[src/rtl/reg_arbiter.sv]
// reg_arbiter -- two-requester arbiter in front of a two-entry register file.
//
// Each requester raises req with wr/addr/wr_data held until its one-cycle
// gnt pulse. A winning request is captured in IDLE or RESP, presented to the
// register file in ACCESS, and for reads the registered rf_data is returned
// to the winner in RESP. Throughput is one operation every two cycles.
//
// Configuration macro: REG_ARBITER_RR_EN
//   defined   : contended samples go to the requester not served last
//   undefined : fixed priority, requester 0 wins a contended sample
//
// Ports
//   clock, reset          : rising-edge clock, synchronous active-high reset
//   req0/1, wr0/1, addr0/1, wr_data0/1 : requester command inputs
//   gnt0/1                : one-cycle grant pulse (request captured)
//   rd_valid0/1, rd_data0/1 : read response (data is 0 when valid is low)
//   rf_addr, rf_write, rf_write_data : register-file command
//   rf_data               : registered register-file read data
module reg_arbiter #(
  parameter int WIDTH = 8
) (
  input  logic             clock,
  input  logic             reset,
  input  logic             req0,
  input  logic             req1,
  input  logic             wr0,
  input  logic             wr1,
  input  logic             addr0,
  input  logic             addr1,
  input  logic [WIDTH-1:0] wr_data0,
  input  logic [WIDTH-1:0] wr_data1,
  output logic             gnt0,
  output logic             gnt1,
  output logic             rd_valid0,
  output logic             rd_valid1,
  output logic [WIDTH-1:0] rd_data0,
  output logic [WIDTH-1:0] rd_data1,
  output logic             rf_addr,
  output logic             rf_write,
  output logic [WIDTH-1:0] rf_write_data,
  input  logic [WIDTH-1:0] rf_data
);

  typedef enum logic [1:0] {
    IDLE   = 2'd0,
    ACCESS = 2'd1,
    RESP   = 2'd2
  } state_t;

  state_t state;
  state_t state_next;

  logic capture;       // a request is being accepted at this edge
  logic win;           // arbitration result for this sample (0 or 1)
  logic winner;        // requester owning the in-flight operation
  logic write_pending; // captured operation is a write; high only in ACCESS
  logic gnt0_next;
  logic gnt1_next;
  logic rd_valid0_next;
  logic rd_valid1_next;

`ifdef REG_ARBITER_RR_EN
  logic last;          // requester served most recently
`endif

  assign capture = ((state == IDLE) || (state == RESP)) && (req0 || req1);

  // Arbitration: a lone request wins outright; contention uses the policy.
  always_comb begin
    win = 1'b0;
    if (req0 && req1) begin
`ifdef REG_ARBITER_RR_EN
      win = ~last;
`else
      win = 1'b0;
`endif
    end else if (req1) begin
      win = 1'b1;
    end else begin
      win = 1'b0;
    end
  end

  // State register.
  always_ff @(posedge clock) begin
    if (reset) begin
      state <= IDLE;
    end else begin
      state <= state_next;
    end
  end

  // Next-state logic.
  always_comb begin
    state_next = state;
    case (state)
      IDLE, RESP: begin
        if (req0 || req1) begin
          state_next = ACCESS;
        end else begin
          state_next = IDLE;
        end
      end
      ACCESS:  state_next = RESP;
      default: state_next = IDLE;
    endcase
  end

  // Output decode: next values of the registered grant and read-valid flags.
  always_comb begin
    gnt0_next      = 1'b0;
    gnt1_next      = 1'b0;
    rd_valid0_next = 1'b0;
    rd_valid1_next = 1'b0;
    case (state)
      IDLE, RESP: begin
        if (capture) begin
          gnt0_next = ~win;
          gnt1_next = win;
        end else begin
          gnt0_next = 1'b0;
          gnt1_next = 1'b0;
        end
      end
      ACCESS: begin
        // write_pending mirrors the captured op type during ACCESS.
        if (!write_pending) begin
          rd_valid0_next = ~winner;
          rd_valid1_next = winner;
        end else begin
          rd_valid0_next = 1'b0;
          rd_valid1_next = 1'b0;
        end
      end
      default: begin
        gnt0_next      = 1'b0;
        gnt1_next      = 1'b0;
        rd_valid0_next = 1'b0;
        rd_valid1_next = 1'b0;
      end
    endcase
  end

  // Capture registers and registered outputs.
  always_ff @(posedge clock) begin
    if (reset) begin
      gnt0          <= 1'b0;
      gnt1          <= 1'b0;
      rd_valid0     <= 1'b0;
      rd_valid1     <= 1'b0;
      rf_addr       <= 1'b0;
      rf_write_data <= {WIDTH{1'b0}};
      write_pending <= 1'b0;
      winner        <= 1'b0;
    end else begin
      gnt0      <= gnt0_next;
      gnt1      <= gnt1_next;
      rd_valid0 <= rd_valid0_next;
      rd_valid1 <= rd_valid1_next;
      if (capture) begin
        rf_addr       <= win ? addr1 : addr0;
        rf_write_data <= win ? wr_data1 : wr_data0;
        write_pending <= win ? wr1 : wr0;
        winner        <= win;
      end else begin
        // Address and data hold until the next capture; the write strobe
        // lasts only for the ACCESS cycle.
        write_pending <= 1'b0;
      end
    end
  end

`ifdef REG_ARBITER_RR_EN
  // Round-robin pointer, updated on every grant.
  always_ff @(posedge clock) begin
    if (reset) begin
      last <= 1'b1;
    end else if (capture) begin
      last <= win;
    end else begin
      last <= last;
    end
  end
`endif

  // Reset blocks the write immediately so an abandoned ACCESS commits nothing.
  assign rf_write = write_pending & ~reset;

  assign rd_data0 = rd_valid0 ? rf_data : {WIDTH{1'b0}};
  assign rd_data1 = rd_valid1 ? rf_data : {WIDTH{1'b0}};

endmodule

[config.mk]
export PLATFORM = sky130hd
export DESIGN_NAME = reg_arbiter
export DESIGN_NICKNAME = d
export VERILOG_FILES = /design/src/rtl/reg_arbiter.sv
export SDC_FILE = /design/constraint.sdc
export NUM_CORES = 1
export LEC_CHECK = 0
export BUFFER_PORTS_ARGS = -buffer_cell sky130_fd_sc_hd__buf_2
export CAP_MARGIN = 20
export CORE_AREA = 8 8 57 59
export DETAILED_ROUTE_END_ITERATION = 8
export DIE_AREA = 0 0 65 67
export GPL_TIMING_DRIVEN = 1
export HOLD_SLACK_MARGIN = 0.1
export PLACE_DENSITY = 0.7
export SYNTH_ARGS = -nofsm -noshare
export SYNTH_HDL_FRONTEND = slang
export SYNTH_SLANG_ARGS = --single-unit
[constraint.sdc]
create_clock -name clock -period 1 [get_ports clock]
set_input_delay 0.25 -clock clock [delete_from_list [all_inputs] [get_ports clock]]
set_output_delay 0.25 -clock clock [all_outputs]
set_load 0.05 [all_outputs]
==> results.cfg <==
[global_routing]
overflow = 0
grt_pass1_wl_mm = 3.88
first_global_vias = 843
grt_usage_pct = 11.2
grt_max_degree = 14
antenna_found_initial = 0

[drt]
vias = 786
first_pass_iters = 3
routed.top_layer = met4
met1Wirelength_um = 970
met2_wirelength_mm = 1.17
drt_iter0_drc = 15
via_per_inst = 4.62
drc_errors = 0
wl_mm = 2.52
wl_per_cell_um = 14.8
ant_nets = 0
wl_met3_um = 332

[critical_path]
r2r_start = state[0]
crit_type = register to output port
worst_ep_required_time_ns = 0.75
worstPathArrival_ns = 1.00
worstSetupStartpointType = register
end_kind = output port
reg2reg_slack_ns = -0.04
ff2ff_path_depth = 3
cp_max_fo = 9
rr_endpoint = gnt1

[die]
die_area_sq_um = 4360
start_util_pct = 31.4
die_h_um = 67
fp.dieW_um = 65
std_cell_rows = 18
io_pins = 62
core_sq_um = 2360

[clock_network]
clk_path_buf_depth = 2
cts_max_level = 1
clockRootBuffer = clkbuf_4
cts_tree = yes
clk_pin_slew_ns = 0.09
cts_buffers = 3
cts_hold_buf = 0
cts_sinks = 17
clk_latency_ns = 0.29

[min_path]
hold_path_class = input port to register
hold_end = write_pending
worstHoldPathCells = 3
hp-start = wr0

[synthesis]
seq_area_frac_synth_pct = 45.9
synth_top_cell_area_share_pct = 45.9
yosysUniqueCellTypes = 16
synthTopCellsByArea = dfxtp_1, and2_1, mux2i_1
synthCells = 71
yosys_warnings = 0
yosys.area.top_type = dfxtp_1
syn_avg_cell_area_sq_um = 10.5
syn_nets = 103
netlist_area_sq_um = 742
ys_ff_latch = 17

[pwr]
power.density_nw_per_um2 = 1120
totalPowerFinal_mw = 1.73
power_frac_seq_pct = 44.8
combPwrFrac_pct = 33.9
vdd_ir_drop_max_uv = 810
p_switching_mw = 0.573
leakage_nw = 0.718
p_int_mw = 1.16
switching_share_pct = 33.1
clock_power_share_pct = 21.4

[sta]
tightestPinTransition_ns = 0.305
slew_viol_final = 0
max_freq_mhz = 799
fin_crit_ns = 1.25
fin_skew_ns = 0.000896
slew_headroom_pct = 79.7
rsz0062_at_grt = yes
fin_ws_ns = -0.252
hold_viol = 0
final-setup-viol-count = 32
fin_crit_sh_pct = 125

[placement]
placedCellCount = 159
io_buffers = 61
place_congestion = 0.792
place_ws_ns = -0.147
hpwl_mm = 1.75

[finish]
final_cells = 170
drive_gt1_share_pct = 81.4
final_cell_mix = buf_2, buf_8, and2_4
syn2layout_area_growth_pct = 108
fin_util_pct = 65.2
layout.nets = 173
antenna_cells = 0
fillCellCount = 184
final_common_cell = buf_2

[outcome]
status = complete, but fails checks
violations = setup timing

[run]
max-cap-violations = 0
==> worst max-delay path, cell delays in order (launching register included) <==
cell and delay, ns:
dfxtp_4 0.41, and2_4 0.16, buf_8 0.14
==> power by group through the flow <==
stage / clock network [mW] / logic [mW] / registers [mW]
after floorplan: 0 / 0.172 / 0.893
after global placement: 0 / 0.419 / 0.763
after detailed placement: 0 / 0.426 / 0.764
after CTS: 0.374 / 0.547 / 0.778
after global routing: 0.406 / 0.620 / 0.781
final: 0.370 / 0.586 / 0.775
==> stage by stage <==
stage                     instance area, sq um  setup TNS (ns)  hold WS [ns]
after floorplan                            797               0         0.394
after global placement                    1110           -1.08         0.431
after detailed placement                  1110           -1.52         0.437
after CTS                                 1480           -5.17         0.191
after global routing                      1540           -5.91         0.231
final                                     1540           -4.95         0.196
==> routing by layer <==
layer,GRT usage (%),vias up
met5,0,-
met4,4.90,0
met3,5.54,5
met2,19.0,52
met1,11.4,346
li1,-,383
==> synthesized netlist by cell type (all sizes together) <==
cell type / instances
and2: 17
dfxtp: 17
mux2i: 10
o2bb2ai: 9
buf: 4
nor2: 4
inv: 2
nor2b: 2
a22o: 1
nand2: 1
nor3: 1
nor3b: 1
o21ba: 1
or3: 1
==> flip-flops by register name, indices dropped and copies added (netlist names) <==
| signal | count |
|---|---|
| gnt0 | 1 |
| gnt1 | 1 |
| rd_valid0 | 1 |
| rd_valid1 | 1 |
| rf_addr | 1 |
| rf_write_data | 8 |
| state | 2 |
| winner | 1 |
| write_pending | 1 |
==> area by class of cell <==
type	count	area (sq um)	area share, %
repair buffers	68	643	41.7
multi-input cells	49	462	29.9
flip-flops and latches	17	367	23.8
well taps	30	37.5	2.43
clock buffers	4	26.3	1.70
inverters	2	7.51	0.487
==> kinds of logic (layout without fill, tap and decap cells) <==
family	Yosys count	after routing	share of synthesized area, %
simple gates	27	28	21.8
flops	17	17	45.9
compound gates	11	11	13.2
mux	10	10	13.5
buf+inv	6	74	5.73
==> how the worst max path moves through the flow <==
stage	cells past startpoint	start	to	slack, ns
final	2	rd_valid0	rd_data0[5]	-0.25
after global routing	2	rd_valid0	rd_data0[5]	-0.28
after CTS	2	rd_valid0	rd_data0[5]	-0.25
after detailed placement	4	reset	winner	-0.15
after global placement	4	reset	gnt1	-0.10
after floorplan	3	state[0]	rf_write_data[5]	0.01
==> what timing repair did <==
action | 4_1_cts | 5_1_grt
cloned | 1 | 0
endpoints found under the hold margin | 0 | 0
setup buffers | 0 | 6
pin swaps | 6 | 2
gates resized for setup | 104 | 5
endpoints found under the setup margin | 37 | 39
(Power assumes the default switching activity.)
